$ cat src/rtl/blinds_pkg.sv
// Shared types and defaults for the blinds motor driver: FSM state encoding,
// travel target encoding, default parameter values and a sizing helper.
package blinds_pkg;

    typedef enum logic [2:0] {
        ST_STOPPED = 3'd0,
        ST_DEAD    = 3'd1,
        ST_OPENING = 3'd2,
        ST_CLOSING = 3'd3,
        ST_FAULT   = 3'd4
    } state_t;

    typedef enum logic {
        TGT_CLOSE = 1'b0,
        TGT_OPEN  = 1'b1
    } target_t;

    localparam int DEF_DEADTIME_CYCLES = 4;
    localparam int DEF_TRAVEL_TIMEOUT  = 1000000;
    localparam int DEF_DEBOUNCE_CYCLES = 8;

    // Largest of three counts; used to size the shared cycle counter.
    function automatic int max3(input int a, input int b, input int c);
        int m;
        m = a;
        if (b > m) m = b;
        if (c > m) m = c;
        return m;
    endfunction

endpackage

$ cat src/rtl/blinds_motor_driver_if.sv
// Signal bundle between the blinds controller and its surroundings.
// All signals are plain levels sampled on the rising clock edge; there is no
// valid/ready handshake: commands and limit switches are levels, fault_clear
// is a one-cycle pulse, and every output is valid in every cycle.
// state carries the controller FSM state for observation only.
interface blinds_motor_driver_if;
    import blinds_pkg::*;

    logic   blinds_open;
    logic   limit_open;
    logic   limit_closed;
    logic   fault_clear;
    logic   motor_up;
    logic   motor_down;
    logic   moving;
    logic   at_open;
    logic   at_closed;
    logic   fault;
    state_t state;

    modport master (
        output blinds_open, limit_open, limit_closed, fault_clear,
        input  motor_up, motor_down, moving, at_open, at_closed, fault, state
    );

    modport slave (
        input  blinds_open, limit_open, limit_closed, fault_clear,
        output motor_up, motor_down, moving, at_open, at_closed, fault, state
    );

endinterface

$ cat src/rtl/limit_debounce.sv
// Limit switch conditioner: 2-flop synchronizer followed by a stability
// filter that accepts a new level only after DEBOUNCE_CYCLES stable cycles.
// Only compiled when BLINDS_DEBOUNCE_EN is defined.
`ifdef BLINDS_DEBOUNCE_EN
module limit_debounce #(
    parameter int DEBOUNCE_CYCLES = 8
) (
    input  logic clk,
    input  logic rst,
    input  logic din,
    output logic dout
);
    localparam int CW = $clog2(DEBOUNCE_CYCLES + 1);
    localparam logic [CW-1:0] LAST = CW'((DEBOUNCE_CYCLES > 0) ? DEBOUNCE_CYCLES - 1 : 0);

    logic [1:0]    sync;
    logic [CW-1:0] cnt;

    // Bring the asynchronous switch level into the clock domain.
    always_ff @(posedge clk) begin
        if (rst) sync <= 2'b00;
        else     sync <= {sync[0], din};
    end

    // Accept the synchronized level once it has differed from dout long enough.
    always_ff @(posedge clk) begin
        if (rst) begin
            cnt  <= '0;
            dout <= 1'b0;
        end else if (sync[1] == dout) begin
            cnt <= '0;
        end else if (cnt >= LAST) begin
            dout <= sync[1];
            cnt  <= '0;
        end else begin
            cnt <= cnt + 1'b1;
        end
    end
endmodule
`endif

$ cat src/rtl/blinds_motor_driver.sv
// Blinds motor controller: drives motor_up/motor_down from a level command,
// stopping at end-stop switches, inserting a motor-off dead time before any
// drive starts or reverses, and faulting on travel timeout or both limits.
// Optional limit debounce: define BLINDS_DEBOUNCE_EN.
module blinds_motor_driver
    import blinds_pkg::*;
#(
    parameter int DEADTIME_CYCLES = DEF_DEADTIME_CYCLES,
    parameter int TRAVEL_TIMEOUT  = DEF_TRAVEL_TIMEOUT,
    parameter int DEBOUNCE_CYCLES = DEF_DEBOUNCE_CYCLES
) (
    input logic                   clk,
    input logic                   rst,
    blinds_motor_driver_if.slave  bus
);
    localparam int CNT_MAX = max3(TRAVEL_TIMEOUT, DEADTIME_CYCLES, DEBOUNCE_CYCLES);
    localparam int CNT_W   = $clog2(CNT_MAX + 1);
    localparam logic [CNT_W-1:0] DEAD_LAST   = CNT_W'((DEADTIME_CYCLES > 0) ? DEADTIME_CYCLES - 1 : 0);
    localparam logic [CNT_W-1:0] TRAVEL_LAST = CNT_W'((TRAVEL_TIMEOUT > 0) ? TRAVEL_TIMEOUT - 1 : 0);

    state_t           state, state_next;
    target_t          target, target_next;
    target_t          cmd;
    logic [CNT_W-1:0] cnt;
    logic             cnt_clear;
    logic             lim_open, lim_closed;

`ifdef BLINDS_DEBOUNCE_EN
    limit_debounce #(.DEBOUNCE_CYCLES(DEBOUNCE_CYCLES)) u_deb_open (
        .clk  (clk),
        .rst  (rst),
        .din  (bus.limit_open),
        .dout (lim_open)
    );
    limit_debounce #(.DEBOUNCE_CYCLES(DEBOUNCE_CYCLES)) u_deb_closed (
        .clk  (clk),
        .rst  (rst),
        .din  (bus.limit_closed),
        .dout (lim_closed)
    );
`else
    assign lim_open   = bus.limit_open;
    assign lim_closed = bus.limit_closed;
`endif

    assign cmd = bus.blinds_open ? TGT_OPEN : TGT_CLOSE;

    // State and target registers.
    always_ff @(posedge clk) begin
        if (rst) begin
            state  <= ST_STOPPED;
            target <= TGT_CLOSE;
        end else begin
            state  <= state_next;
            target <= target_next;
        end
    end

    // Shared dead-time / travel counter: cleared on every state entry, saturating.
    always_ff @(posedge clk) begin
        if (rst || cnt_clear)   cnt <= '0;
        else if (cnt != '1)     cnt <= cnt + 1'b1;
    end

    // Next-state logic; both limits active overrides everything.
    always_comb begin
        state_next  = state;
        target_next = target;
        cnt_clear   = 1'b0;
        if (lim_open && lim_closed) begin
            state_next = ST_FAULT;
            cnt_clear  = (state != ST_FAULT);
        end else begin
            case (state)
                ST_STOPPED: begin
                    if ((cmd == TGT_OPEN && !lim_open) || (cmd == TGT_CLOSE && !lim_closed)) begin
                        state_next  = ST_DEAD;
                        target_next = cmd;
                        cnt_clear   = 1'b1;
                    end
                end
                ST_DEAD: begin
                    if (cmd != target) begin
                        // Command changed mid dead time: restart, or give up if already there.
                        cnt_clear = 1'b1;
                        if ((cmd == TGT_OPEN && lim_open) || (cmd == TGT_CLOSE && lim_closed))
                            state_next = ST_STOPPED;
                        else
                            target_next = cmd;
                    end else if (cnt >= DEAD_LAST) begin
                        state_next = (target == TGT_OPEN) ? ST_OPENING : ST_CLOSING;
                        cnt_clear  = 1'b1;
                    end
                end
                ST_OPENING: begin
                    if (lim_open) begin
                        state_next = ST_STOPPED;
                        cnt_clear  = 1'b1;
                    end else if (cmd == TGT_CLOSE) begin
                        state_next  = ST_DEAD;
                        target_next = TGT_CLOSE;
                        cnt_clear   = 1'b1;
                    end else if (cnt >= TRAVEL_LAST) begin
                        state_next = ST_FAULT;
                        cnt_clear  = 1'b1;
                    end
                end
                ST_CLOSING: begin
                    if (lim_closed) begin
                        state_next = ST_STOPPED;
                        cnt_clear  = 1'b1;
                    end else if (cmd == TGT_OPEN) begin
                        state_next  = ST_DEAD;
                        target_next = TGT_OPEN;
                        cnt_clear   = 1'b1;
                    end else if (cnt >= TRAVEL_LAST) begin
                        state_next = ST_FAULT;
                        cnt_clear  = 1'b1;
                    end
                end
                ST_FAULT: begin
                    if (bus.fault_clear) begin
                        state_next = ST_STOPPED;
                        cnt_clear  = 1'b1;
                    end
                end
                default: begin
                    state_next = ST_STOPPED;
                    cnt_clear  = 1'b1;
                end
            endcase
        end
    end

    // Motor and status decode straight from the registered state.
    always_comb begin
        bus.motor_up   = (state == ST_OPENING);
        bus.motor_down = (state == ST_CLOSING);
        bus.moving     = (state == ST_OPENING) || (state == ST_CLOSING);
        bus.fault      = (state == ST_FAULT);
        bus.state      = state;
    end

    // Registered end-stop status from the (optionally filtered) limits.
    always_ff @(posedge clk) begin
        if (rst) begin
            bus.at_open   <= 1'b0;
            bus.at_closed <= 1'b0;
        end else begin
            bus.at_open   <= lim_open;
            bus.at_closed <= lim_closed;
        end
    end

endmodule
$ cat src/flat_wrapper.sv
// flat-port wrapper written by rule: the top's interface ports become plain ports
module blinds_motor_driver_flat import blinds_pkg::*;
#(
    parameter int DEADTIME_CYCLES = DEF_DEADTIME_CYCLES,
    parameter int TRAVEL_TIMEOUT  = DEF_TRAVEL_TIMEOUT,
    parameter int DEBOUNCE_CYCLES = DEF_DEBOUNCE_CYCLES
)
  (clk, rst, bus_blinds_open, bus_limit_open, bus_limit_closed, bus_fault_clear, bus_motor_up, bus_motor_down, bus_moving, bus_at_open, bus_at_closed, bus_fault, bus_state);
  blinds_motor_driver_if bus_i ();
  input logic clk;
  input logic rst;
  input wire logic [$bits(bus_i.blinds_open)-1:0] bus_blinds_open;
  input wire logic [$bits(bus_i.limit_open)-1:0] bus_limit_open;
  input wire logic [$bits(bus_i.limit_closed)-1:0] bus_limit_closed;
  input wire logic [$bits(bus_i.fault_clear)-1:0] bus_fault_clear;
  output wire logic [$bits(bus_i.motor_up)-1:0] bus_motor_up;
  output wire logic [$bits(bus_i.motor_down)-1:0] bus_motor_down;
  output wire logic [$bits(bus_i.moving)-1:0] bus_moving;
  output wire logic [$bits(bus_i.at_open)-1:0] bus_at_open;
  output wire logic [$bits(bus_i.at_closed)-1:0] bus_at_closed;
  output wire logic [$bits(bus_i.fault)-1:0] bus_fault;
  output wire logic [$bits(bus_i.state)-1:0] bus_state;
  assign bus_i.blinds_open = bus_blinds_open;
  assign bus_i.limit_open = bus_limit_open;
  assign bus_i.limit_closed = bus_limit_closed;
  assign bus_i.fault_clear = bus_fault_clear;
  assign bus_motor_up = bus_i.motor_up;
  assign bus_motor_down = bus_i.motor_down;
  assign bus_moving = bus_i.moving;
  assign bus_at_open = bus_i.at_open;
  assign bus_at_closed = bus_i.at_closed;
  assign bus_fault = bus_i.fault;
  assign bus_state = bus_i.state;
  blinds_motor_driver #(.DEADTIME_CYCLES(DEADTIME_CYCLES), .TRAVEL_TIMEOUT(TRAVEL_TIMEOUT), .DEBOUNCE_CYCLES(DEBOUNCE_CYCLES)) u_core (.clk(clk), .rst(rst), .bus(bus_i));
endmodule
$ cat config.mk
export PLATFORM = sky130hd
export DESIGN_NAME = blinds_motor_driver_flat
export DESIGN_NICKNAME = d
export VERILOG_FILES = /design/src/rtl/blinds_pkg.sv /design/src/rtl/blinds_motor_driver_if.sv /design/src/rtl/limit_debounce.sv /design/src/rtl/blinds_motor_driver.sv /design/src/flat_wrapper.sv
export SDC_FILE = /design/constraint.sdc
export NUM_CORES = 1
export LEC_CHECK = 0
export BUFFER_PORTS_ARGS = -buffer_cell sky130_fd_sc_hd__clkbuf_2
export CORE_UTILIZATION = 55
export DETAILED_ROUTE_END_ITERATION = 6
export PLACE_DENSITY = 0.72
export SLEW_MARGIN = 20
export SYNTH_ARGS = -nofsm -noshare
export SYNTH_HDL_FRONTEND = slang
export SYNTH_SLANG_ARGS = --single-unit
export TNS_END_PERCENT = 10
$ cat constraint.sdc
create_clock -name clk -period 2.3 [get_ports clk]
set_input_delay 0.23 -clock clk [delete_from_list [all_inputs] [get_ports clk]]
set_output_delay 0.23 -clock clk [all_outputs]
set_load 0.02 [all_outputs]
==> flow_summary.ini <==
[run_status]
outcome = finished, final reports clean

[power_and_ir_drop]
combPwrFrac_pct = 16.2
p_per_area_mw_per_mm2 = 477
p_sw_share_pct = 26.7
clkPwrFrac_pct = 27.4
p_int_mw = 0.619
peakVddDrop_v = 0.000417
seqPwrFrac_pct = 56.4
p_switching_mw = 0.225
p_leak_nw = 0.665

[global_routing]
grt_pass1_wl_mm = 6.44
grt_usage_pct = 25.4
grt_pass1_vias = 1385
grt_remaining_overflow = 0
grt_max_degree = 21
antenna_found_initial = 0

[cts]
cts_tree = done
clk_pin_slew_worst_paths_ns = 0.14
cts_root_buffer = clkbuf_4
htreeDepth = 1
post_cts_buffers = 0
clk_path_buf_depth = 2
cts_resized = 0
clk_latency_ns = 0.32
clock_sinks = 26
ctsHoldBuffers = 0
cts_made_buffers = 3

[yosys]
async_flop_share_pct = 0
synth_area_sq_mm = 0.00160
synth_cell_types = 44
synth_seq_cells = 26
synth_edf_count = 0
syn_inst = 186
ys_warn_count = 0
synthDominantCellAreaShare_pct = 32.6
synth_fp_nets = 194
ys_seq_area_share_pct = 32.6
avgSynthCellArea_sq_um = 8.58
synth-main-ff-cell = dfxtp_1
ys_top_cells_by_area = dfxtp_1 (33%), nor3_1 (6.3%), xor2_1 (6.0%)
synth_top_area_cell = dfxtp_1

[sta]
maxSlewViolCount = 0
grt_setup_unrepaired = no
fmax_mhz = 503
hold-worst-slack_ns = 0.132
fin_skew_ns = 0.00562
setup-violations-final = 0
finalSetupTns_ns = 0
hold_violations = 0
timing.final.crit_share_pct = 86.4
worst_slew_pin_slew_ns = 0.471
fin_crit_ns = 1.99
relSlewSlack_pct = 68.6

[worst_setup_path]
critical_path_class = reg2reg
crit_start = u_core.cnt[8]
crit_fanout = 20
cp_cell_sequence = or4_1 -> nor2_1 -> a211o_1 -> a21oi_1 -> buf_4 -> a2111oi_2
crit_arrival_ns = 2.22
max_stage_delay_ns = 0.53
cp_top_family = simple AND/OR/NAND/NOR gates
start_kind = flip-flop
cp-end-kind = flip-flop
cp_slowest_cell = or4_1
timing.rr.start = u_core.cnt[8]
required_ns = 2.53
critPathBufInv = 1

[layout]
fin_util_pct = 64.2
multi_input_area_sq_mm = 0.00100
area.growth.synth_to_final_pct = 11.1
drive_gt1_share_pct = 17.2
final_common_cell = dfxtp_1
diodes = 0
final.fill_count = 254
final-instance-count-excl-fill = 235
final_nets = 213
layout_common_cells = dfxtp_1 (26), nor3_1 (20), clkbuf_2 (14), nor2_1 (13)
fin_area_sq_mm = 0.00177
register_area_sq_um = 520

[placement]
portBuffers = 14
dpl-instance-area_sq_mm = 0.00174
placedCellCount = 231
hpwl_mm = 2.60
gp_congestion = 0.896

[route]
vias_per_cell = 6.29
drt-initial-drc-count = 64
wl_per_cell_um = 15.1
dr.pass1.iters = 4
dr_total_vias = 1478
ant_nets = 0
wl_mm = 3.54
drc = 0

[floorplan]
fp.dieH_um = 55.9
core-area_sq_mm = 0.00276
rows = 19
io_pins = 15
dieWidth_um = 55.9
dieArea_sq_mm = 0.00312
start_util_pct = 57.8

[hold_path]
min-delay-start = rst
hp-class = in2reg

[run]
drv_cap = 0
-- flip-flops by register name, indices dropped and copies added, names as in the netlist --
signal                flops
u_core.bus.at_closed      1
u_core.bus.at_open        1
u_core.bus.state          3
u_core.cnt               20
u_core.target             1
-- power by group through the flow --
stage          clock (mW)  sequential, mW  combinational (mW)
4_1_cts             0.238           0.476               0.137
2_1_floorplan           0           0.489              0.0933
3_3_place_gp            0           0.485               0.133
5_1_grt             0.254           0.479               0.152
6_report            0.231           0.477               0.137
3_5_place_dp            0           0.486               0.136
-- path summary, 6_finish.rpt --
check,end,slack [ns],cells past startpoint
setup / recovery,u_core.cnt[16],0.31,6
hold / removal,u_core.bus.state[2],0.13,2
setup reg to reg,u_core.cnt[16],0.31,6
hold reg to reg,u_core.target,0.51,2
-- kinds of logic after synthesis --
family / after synthesis / share of synthesized area (%)
buffers and inverters: 15 / 4.47
XOR/XNOR: 12 / 6.59
adder cells (fa/ha/maj): 2 / 1.57
AO/OA/AOI/OAI: 33 / 16.4
flip-flops: 26 / 32.6
AND/OR/NAND/NOR: 91 / 33.2
multiplexers: 7 / 5.18
-- worst reg2reg max path: cells and delay by family, from the launching register on --
| kind | cells | cell delay, ns |
|---|---|---|
| compound gates | 3 | 0.60 |
| simple gates | 2 | 0.69 |
| flops | 1 | 0.38 |
| buf+inv | 1 | 0.22 |
-- through the flow --
stage	power, mW	worst slack (ns)
floorplan	0.582	0.205
global placement	0.619	0.374
detailed placement	0.622	0.294
CTS	0.851	0.322
global route	0.886	0.146
finish	0.845	0.313
-- synth_stat cells (3+ instances only) --
master     instances
nand2_1           11
inv_1              6
nand2b_1           6
a31oi_1            5
and3_1             3
nor2_1            13
mux2i_1            6
a211o_1            3
nand4_1            6
o211ai_1           3
o2111ai_1          3
o21ai_0            6
nor2b_1            3
a21oi_1            3
nand3_1            6
and4_1             4
nor3_1            20
buf_2              6
xor2_1            11
or4_1              3
dfxtp_1           26
-- cell type report --
| cell class | instances | share of cell area [%] |
|---|---|---|
| repair buffers | 23 | 8.47 |
| flip-flops and latches | 26 | 29.4 |
| clock buffers | 4 | 2.05 |
| multi-input cells | 145 | 56.6 |
| well taps | 31 | 2.19 |
| inverters | 6 | 1.27 |
-- metal layers --
layer	global-route usage, %	vias to the layer above	wire length, um
met3	5.35	6	128
li1	-	735	-
met2	43.4	34	1710
met4	4.88	0	51
met5	0	-	0
met1	33.4	703	1650
No activity file was read; power rests on OpenSTA's default activity.
